--- config.mk ---
export PLATFORM = sky130hd
export DESIGN_NAME = regfile_sb
export DESIGN_NICKNAME = d
export VERILOG_FILES = /design/src/rtl/regfile_sb.sv
export SDC_FILE = /design/constraint.sdc
export NUM_CORES = 2
export LEC_CHECK = 0
export BUFFER_PORTS_ARGS = -buffer_cell sky130_fd_sc_hd__buf_4
export CAP_MARGIN = 20
export CORE_ASPECT_RATIO = 1.1
export CORE_MARGIN = 4
export CORE_UTILIZATION = 57
export DETAILED_ROUTE_END_ITERATION = 6
export PLACE_DENSITY = 0.74
export SKIP_LAST_GASP = 1
export SYNTH_ARGS = -nofsm -noshare
export SYNTH_HDL_FRONTEND = slang
export SYNTH_SLANG_ARGS = --single-unit
--- constraint.sdc ---
create_clock -name clk -period 6.15 [get_ports clk]
set_input_delay 1.845 -clock clk [delete_from_list [all_inputs] [get_ports clk]]
set_output_delay 1.845 -clock clk [all_outputs]
set_load 0.05 [all_outputs]
--- src/rtl/regfile_sb.sv ---
// -----------------------------------------------------------------------------
// regfile_sb
//
// Integer register file with a per-register pending-write scoreboard. It sits
// between decode (reads operands, issues destinations) and writeback. Decode
// can use pending0/pending1/hazard to stall on read-after-write hazards.
//
// Parameters
//   XLEN   - data width in bits
//   DEPTH  - number of architectural registers (16 for RV32E, 32 for RV32I)
//   BYPASS - 1: a same-cycle writeback is forwarded to the read ports
//            0: reads always return the stored value
//   AW     - address width, derived from DEPTH
//
// Ports
//   clk         in   single clock, all state updates on its rising edge
//   rst         in   synchronous active-high reset (clears data and pend)
//   we          in   writeback enable
//   write_addr  in   writeback destination
//   din         in   writeback data
//   read_addr0  in   operand 0 address
//   read_addr1  in   operand 1 address
//   dout0       out  operand 0 data (combinational)
//   dout1       out  operand 1 data (combinational)
//   issue       in   decode issues an instruction that will write issue_rd
//   issue_rd    in   destination of the issued instruction
//   pending0    out  register at read_addr0 has an outstanding write
//   pending1    out  register at read_addr1 has an outstanding write
//   hazard      out  pending0 | pending1
//
// Register 0 is hardwired to zero: it has no storage, writes to it are
// dropped and an issue to it never marks it pending.
// -----------------------------------------------------------------------------
module regfile_sb #(
    parameter int XLEN   = 32,
    parameter int DEPTH  = 32,
    parameter bit BYPASS = 1'b1,
    localparam int AW    = $clog2(DEPTH)
) (
    input  logic            clk,
    input  logic            rst,
    input  logic            we,
    input  logic [AW-1:0]   write_addr,
    input  logic [XLEN-1:0] din,
    input  logic [AW-1:0]   read_addr0,
    input  logic [AW-1:0]   read_addr1,
    output logic [XLEN-1:0] dout0,
    output logic [XLEN-1:0] dout1,
    input  logic            issue,
    input  logic [AW-1:0]   issue_rd,
    output logic            pending0,
    output logic            pending1,
    output logic            hazard
);

    // Read view of the storage and of the scoreboard. Each element is driven
    // by exactly one generate block below.
    logic [XLEN-1:0] regs [DEPTH];
    logic [DEPTH-1:0] pend;

    // -------------------------------------------------------------------------
    // Storage and scoreboard, one slice per architectural register
    // -------------------------------------------------------------------------
    genvar gi;
    generate
        for (gi = 0; gi < DEPTH; gi++) begin : g_reg
            if (gi == 0) begin : g_zero
                // x0: no flops at all, constant zero data and never pending.
                assign regs[gi] = '0;
                assign pend[gi] = 1'b0;
            end else begin : g_live
                logic [XLEN-1:0] data_reg;
                logic [XLEN-1:0] data_next;
                logic            pend_reg;
                logic            pend_next;
                logic            wr_hit;
                logic            iss_hit;

                assign wr_hit  = we    && (write_addr == AW'(gi));
                assign iss_hit = issue && (issue_rd   == AW'(gi));

                always_comb begin
                    data_next = data_reg;
                    if (wr_hit) begin
                        data_next = din;
                    end
                end

                // A set and a clear on the same edge keep the bit set: the
                // newly issued producer is younger than the one retiring.
                // Only one producer per register is tracked, so a second
                // issue before writeback is cleared by the first writeback.
                always_comb begin
                    pend_next = pend_reg;
                    if (iss_hit) begin
                        pend_next = 1'b1;
                    end else if (wr_hit) begin
                        pend_next = 1'b0;
                    end
                end

                // Reset takes priority, so we/issue are ignored while rst=1
                // and all in-flight pending bits are dropped.
                always_ff @(posedge clk) begin
                    if (rst) begin
                        data_reg <= '0;
                        pend_reg <= 1'b0;
                    end else begin
                        data_reg <= data_next;
                        pend_reg <= pend_next;
                    end
                end

                assign regs[gi] = data_reg;
                assign pend[gi] = pend_reg;
            end
        end
    endgenerate

    // -------------------------------------------------------------------------
    // Read ports
    // -------------------------------------------------------------------------
    logic [AW-1:0]   port_addr [2];
    logic [XLEN-1:0] port_data [2];
    logic            port_pend [2];

    assign port_addr[0] = read_addr0;
    assign port_addr[1] = read_addr1;

    generate
        for (gi = 0; gi < 2; gi++) begin : g_port
            logic fwd;

            // Forwarding applies only when enabled; address 0 is handled
            // separately so a dropped write to x0 is never forwarded.
            assign fwd = BYPASS && we && (write_addr == port_addr[gi]);

            always_comb begin
                port_data[gi] = regs[port_addr[gi]];
                if (port_addr[gi] == '0) begin
                    port_data[gi] = '0;
                end else if (fwd) begin
                    port_data[gi] = din;
                end
            end

            // A forwarded value is available now, so the consumer need not
            // stall even though the scoreboard bit is still set.
            assign port_pend[gi] = pend[port_addr[gi]] & ~fwd;
        end
    endgenerate

    assign dout0    = port_data[0];
    assign dout1    = port_data[1];
    assign pending0 = port_pend[0];
    assign pending1 = port_pend[1];
    assign hazard   = port_pend[0] | port_pend[1];

endmodule

# Word level (Yosys, flattened, before mapping)
# Index checks and enable logic that the tools add are counted.
[totals]
out_inout_bits = 67
in_bits = 56
register_bits = 1023
word_cells = 310
[op_classes]
order_cmp = 4
mux = 76
n_reduce_logical = 97
eq_ne = 64
bitwise = 7
[op_table]
columns = ["cell", "count"]
rows = [
  ["binary-select mux 32 bit (select 5 bit)", 2],
  ["two-way mux 32 bit", 8],
  ["== test 5 bit, second input constant", 32],
  ["== test 5 x 4 -> 1 bit, second input constant", 16],
  ["logical AND 1 bit", 64],
  ["two-way mux 1 bit", 64],
  ["nonzero test 2 bit", 31],
  ["== test 5 x 3 -> 1 bit, second input constant", 8],
  ["== test 5 x 2 -> 1 bit, second input constant", 4],
  ["greater-or-equal comparator 6 bit, second input constant", 2],
  ["less-than comparator 5 x 6 -> 1 bit, second input constant", 2],
  ["inverter 5 -> 6 bit", 2],
  ["binary-select mux 1 bit (select 5 bit)", 2],
  ["== test 5 x 1 -> 1 bit, second input constant", 2],
  ["== test 5 bit", 2],
  ["logical NOT 5 bit", 2],
  ["AND 1 bit", 2],
  ["inverter 1 bit", 2],
  ["OR 1 bit", 1],
]

# Longest topological paths before layout
[depth]
ltp_word = 6
mapped_depth = 10
mapped_depth_nobuf = 5

# Worst setup path before layout
# Ideal clock, no wire load.
[synth_path]
kind = "input to output"
startpoint = "in read_addr0[0]"
endpoint = "out dout0[30]"
path_buffers = 5
cell_stages = 10
required_time_ns = 4.305
arrival_ns = 4.721
setup_slack_ns = -0.416
cell_sequence = "buf_4 -> buf_8 -> buf_12 -> buf_8 -> buf_8 -> mux2i_1 -> a221oi_1 -> nor2_1 -> a2bb2oi_1 -> o41ai_1"
[synth_via]
elab_chain_len = 6
elab_cells_between_ends = 9
cone_classes = "eq/ne: 1; mux: 5; bitwise: 1; reduce/logical: 2"
[synth_lines]
columns = ["item", "line_no", "source"]
rows = [
  ["start, declared", "45", "input logic [AW-1:0] read_addr0,"],
  ["inverter 5 -> 6 bit (not written as such)", "139", "port_data[gi] = regs[port_addr[gi]];"],
  ["binary-select mux 32 bit (select 5 bit)", "139", ""],
  ["two-way mux 32 bit (not written as such) (2 in series)", "139", ""],
  ["two-way mux 32 bit", "142", "end else if (fwd) begin"],
  ["two-way mux 32 bit *", "140", "if (port_addr[gi] == '0) begin"],
  ["end, declared", "47", "output logic [XLEN-1:0] dout0,"],
]
# Every way passes the cells marked *; elsewhere a longest branch is shown, timed or not. The select of a mux whose other input is x is not followed.

# Worst setup path after layout
[layout_path]
startpoint = "in read_addr0[0]"
endpoint = "out dout0[2]"
# The elaborated chain is that of the path after synthesis.

==> results_dict.tcl <==
set metrics [dict create \
    status "finished with violations" \
    violations "negative setup slack" \
    yosys_warnings 0 \
    grt_setup_unrepaired "yes" \
    initial_core_util_pct 57.4 \
    clkLatencyLatePin_ns 0.70 \
    grt_pass1_wl_um 321000 \
    synth_edf_count 0 \
    wl_met2_um 89800 \
    post-route-period-util_pct 102 \
    post-route-drc-count 0 \
    synthTopCellsByArea "dfxtp_1 39%, mux4_2 18%, nand2_1 15%" \
    synth_flop_cell "dfxtp_1" \
    numCtsBuffers 105 \
    rows 117 \
    synth_top_area_share_pct 38.6 \
    final_util_pct 65.4 \
    synth_top_cell_by_area "dfxtp_1" \
    fin_crit_ns 6.25 \
    crit_fanout 15 \
    cts_hold_buf 0 \
    setup_violations 5 \
    drive_gt1_share_pct 21.2 \
    via_per_inst 6.97 \
    synth.distinct_cells 57 \
    power.total_mw 15.2 \
    placed_area_sq_mm 0.0566 \
    worstSetupStartpoint "read_addr0[0]" \
    postSynthCellCount 6164 \
    largest_reg_flops 992 \
    top_layer_used "met5" \
    h-tree-depth 3 \
    end_kind "output pin" \
    syn_nets 6220 \
    dp_hpwl_um 135000 \
    worstMarginPinSlew_ns 1.23 \
    ys_seq_elements 1023 \
    die_area_sq_mm 0.0980 \
    route.layer.met1.wl_um 73100 \
    gp_congestion 1.00 \
    die_x_um 299 \
    boundaryPins 123 \
    ant_nets 0 \
    path_clk_slew_ns 0.06 \
    first_iter_violations 9051 \
    antenna_found_initial 8 \
    drv_cap 0 \
    first_global_vias 49400 \
    port_buffers 122 \
    grt_start_max_net_pins 134 \
    rrSetupSlack_ns 5.39 \
    peakVddDrop_uv 205 \
    r2r_cells 2 \
    rr_endpoint "g_reg[30].g_live.pend_reg" \
    wl_met3_um 35500 \
    cp-start-kind "primary input" \
    maxSlewHeadroom_pct 17.6 \
    clock_tree.buffer_depth 3 \
    synth_async_sr_flop_share_pct 0 \
    area_delta_synth_final_pct 14.0 \
    cts_tree "built" \
    clock-sinks 1023 \
    overflow 0 \
    min_path_type "flip-flop to flip-flop" \
    vias 52000 \
    fmax_mhz 160 \
    nets 6175 \
    synth_area_sq_mm 0.0530 \
    fin_skew_ns 0 \
    fillers 7300 \
    root_buffer "clkbuf_16" \
    gr-usage-all-layers_pct 43.7 \
    cp.arrival_ns 4.40 \
    die_h_um 328 \
    drt-wirelength-per-cell_um 29.6 \
    fin_area_sq_mm 0.0604 \
    path_class "primary input to output pin" \
    power.density_mw_per_mm2 251 \
    synth_seq_area_share_pct 38.6 \
    hold_viol 0 \
    drv_slew 0 \
    core-area_sq_mm 0.0924 \
    leakage_nw 20.4 \
    synth_area_per_cell_sq_um 8.60 \
    routed_wl_um 221000 \
    crit_path_end "dout0[2]" \
    fin_ws_ns -0.0966 \
    firstDrtPassIters 7 \
    critPathRequiredTime_ns 4.30 \
    r2r_start "g_reg[30].g_live.pend_reg" \
]
-- power by group --
part | switching (mW) | internal (mW) | leakage, nW
sequential | 0.0376 | 6.68 | 8.25
clock | 2.78 | 3.81 | 1.76
combinational | 1.26 | 0.592 | 10.4
-- cells in the final DEF (no fill, tap or decap), drive strengths merged, types with 60 or more instances in the layout --
| master | instances |
|---|---|
| nand2 | 2082 |
| dfxtp | 1023 |
| a21oi | 1013 |
| buf | 502 |
| mux4 | 416 |
| clkbuf | 165 |
| nor2 | 143 |
| mux2i | 120 |
| mux2 | 101 |
| a221oi | 74 |
| nor2b | 71 |
| o22ai | 70 |
| nor3 | 68 |
| a211oi | 60 |
-- cell usage after synthesis (all sizes together) (2+ instances only) --
cell type / instances
clkbuf: 518
nand3: 10
nand2: 2082
a22o: 12
or2: 11
nor2: 143
nor3: 68
o221ai: 13
nand4: 4
a2111oi: 14
o22ai: 70
a221o: 8
a32oi: 8
mux2: 101
mux2i: 120
a32o: 6
dfxtp: 1023
a211oi: 60
inv: 2
o21ai: 23
o41ai: 31
nor4: 10
buf: 141
nor2b: 71
a21oi: 1013
a22oi: 43
a221oi: 74
mux4: 416
a2bb2oi: 14
and2: 6
nand2b: 19
and3: 5
o211a: 2
xnor2: 10
nor3b: 7
-- critical path, stage by stage --
cell	delay, ns
buf_12	0.24
buf_16	0.23
buf_4	0.22
mux4_2	0.51
nor2b_1	0.13
nor3_1	0.07
a211oi_2	0.53
buf_4	0.24
o41ai_4	0.14
buf_4	0.23
-- logic make-up (layout without fill, tap and decap cells) --
family | count (synthesis) | after routing | synth area share, %
flip-flops | 1023 | 1023 | 38.6
buffers and inverters | 661 | 703 | 5.72
AO/OA/AOI/OAI | 1392 | 1392 | 15.2
AND/OR/NAND/NOR | 2441 | 2441 | 18.2
XOR/XNOR | 10 | 10 | 0.165
other | 0 | 7 | 0
multiplexers | 637 | 637 | 22.1
-- routing by layer --
metal	up-vias	GRT usage, %
met5	-	0
met4	8	36.3
met3	1317	14.8
met2	4749	61.3
met1	24500	54.5
li1	21500	-
-- worst min path at each step --
stage | from | end | cells past startpoint
2_1_floorplan | g_reg[26].g_live.data_reg[28] | g_reg[26].g_live.data_reg[28] | 2
3_3_place_gp | g_reg[23].g_live.data_reg[3] | g_reg[23].g_live.data_reg[3] | 2
3_5_place_dp | g_reg[6].g_live.data_reg[20] | g_reg[6].g_live.data_reg[20] | 2
4_1_cts | g_reg[20].g_live.data_reg[14] | g_reg[20].g_live.data_reg[14] | 2
5_1_grt | g_reg[21].g_live.data_reg[14] | g_reg[21].g_live.data_reg[14] | 2
6_report | g_reg[1].g_live.data_reg[27] | g_reg[1].g_live.data_reg[27] | 2
-- through the flow --
stage / setup slack (ns) / setup TNS, ns / cells / hold slack (ns)
6_report: -0.0966 / -0.262 / 7462 / 0.465
5_1_grt: -0.0916 / -0.112 / 7456 / 0.481
4_1_cts: 0.00702 / 0 / 7451 / 0.465
3_5_place_dp: -0.317 / -1.16 / 7257 / 0.454
3_3_place_gp: -0.296 / -1.18 / 7255 / 0.449
2_1_floorplan: 0.119 / 0 / 6164 / 0.441
-- repair_timing --
action	4_1_cts	5_1_grt
buffers inserted	0	0
pin swaps	0	2
hold endpoints to repair	0	0
cloned	0	3
gates resized for setup	10	16
setup endpoints to repair	9	19
-- layout make-up --
class                           instances  area (sq um)  area share (%)
Multi-Input combinational cell       4480         30100            49.9
Sequential cell                      1023         20500            33.9
Antenna cell                            7          17.5          0.0290
Clock inverter                         34           334           0.553
Timing Repair Buffer                  507          4710            7.79
Inverter                                2          7.51          0.0124
Clock buffer                          160          3190            5.28
Tap cell                             1249          1560            2.59
Power figures use the tool's default switching activity.
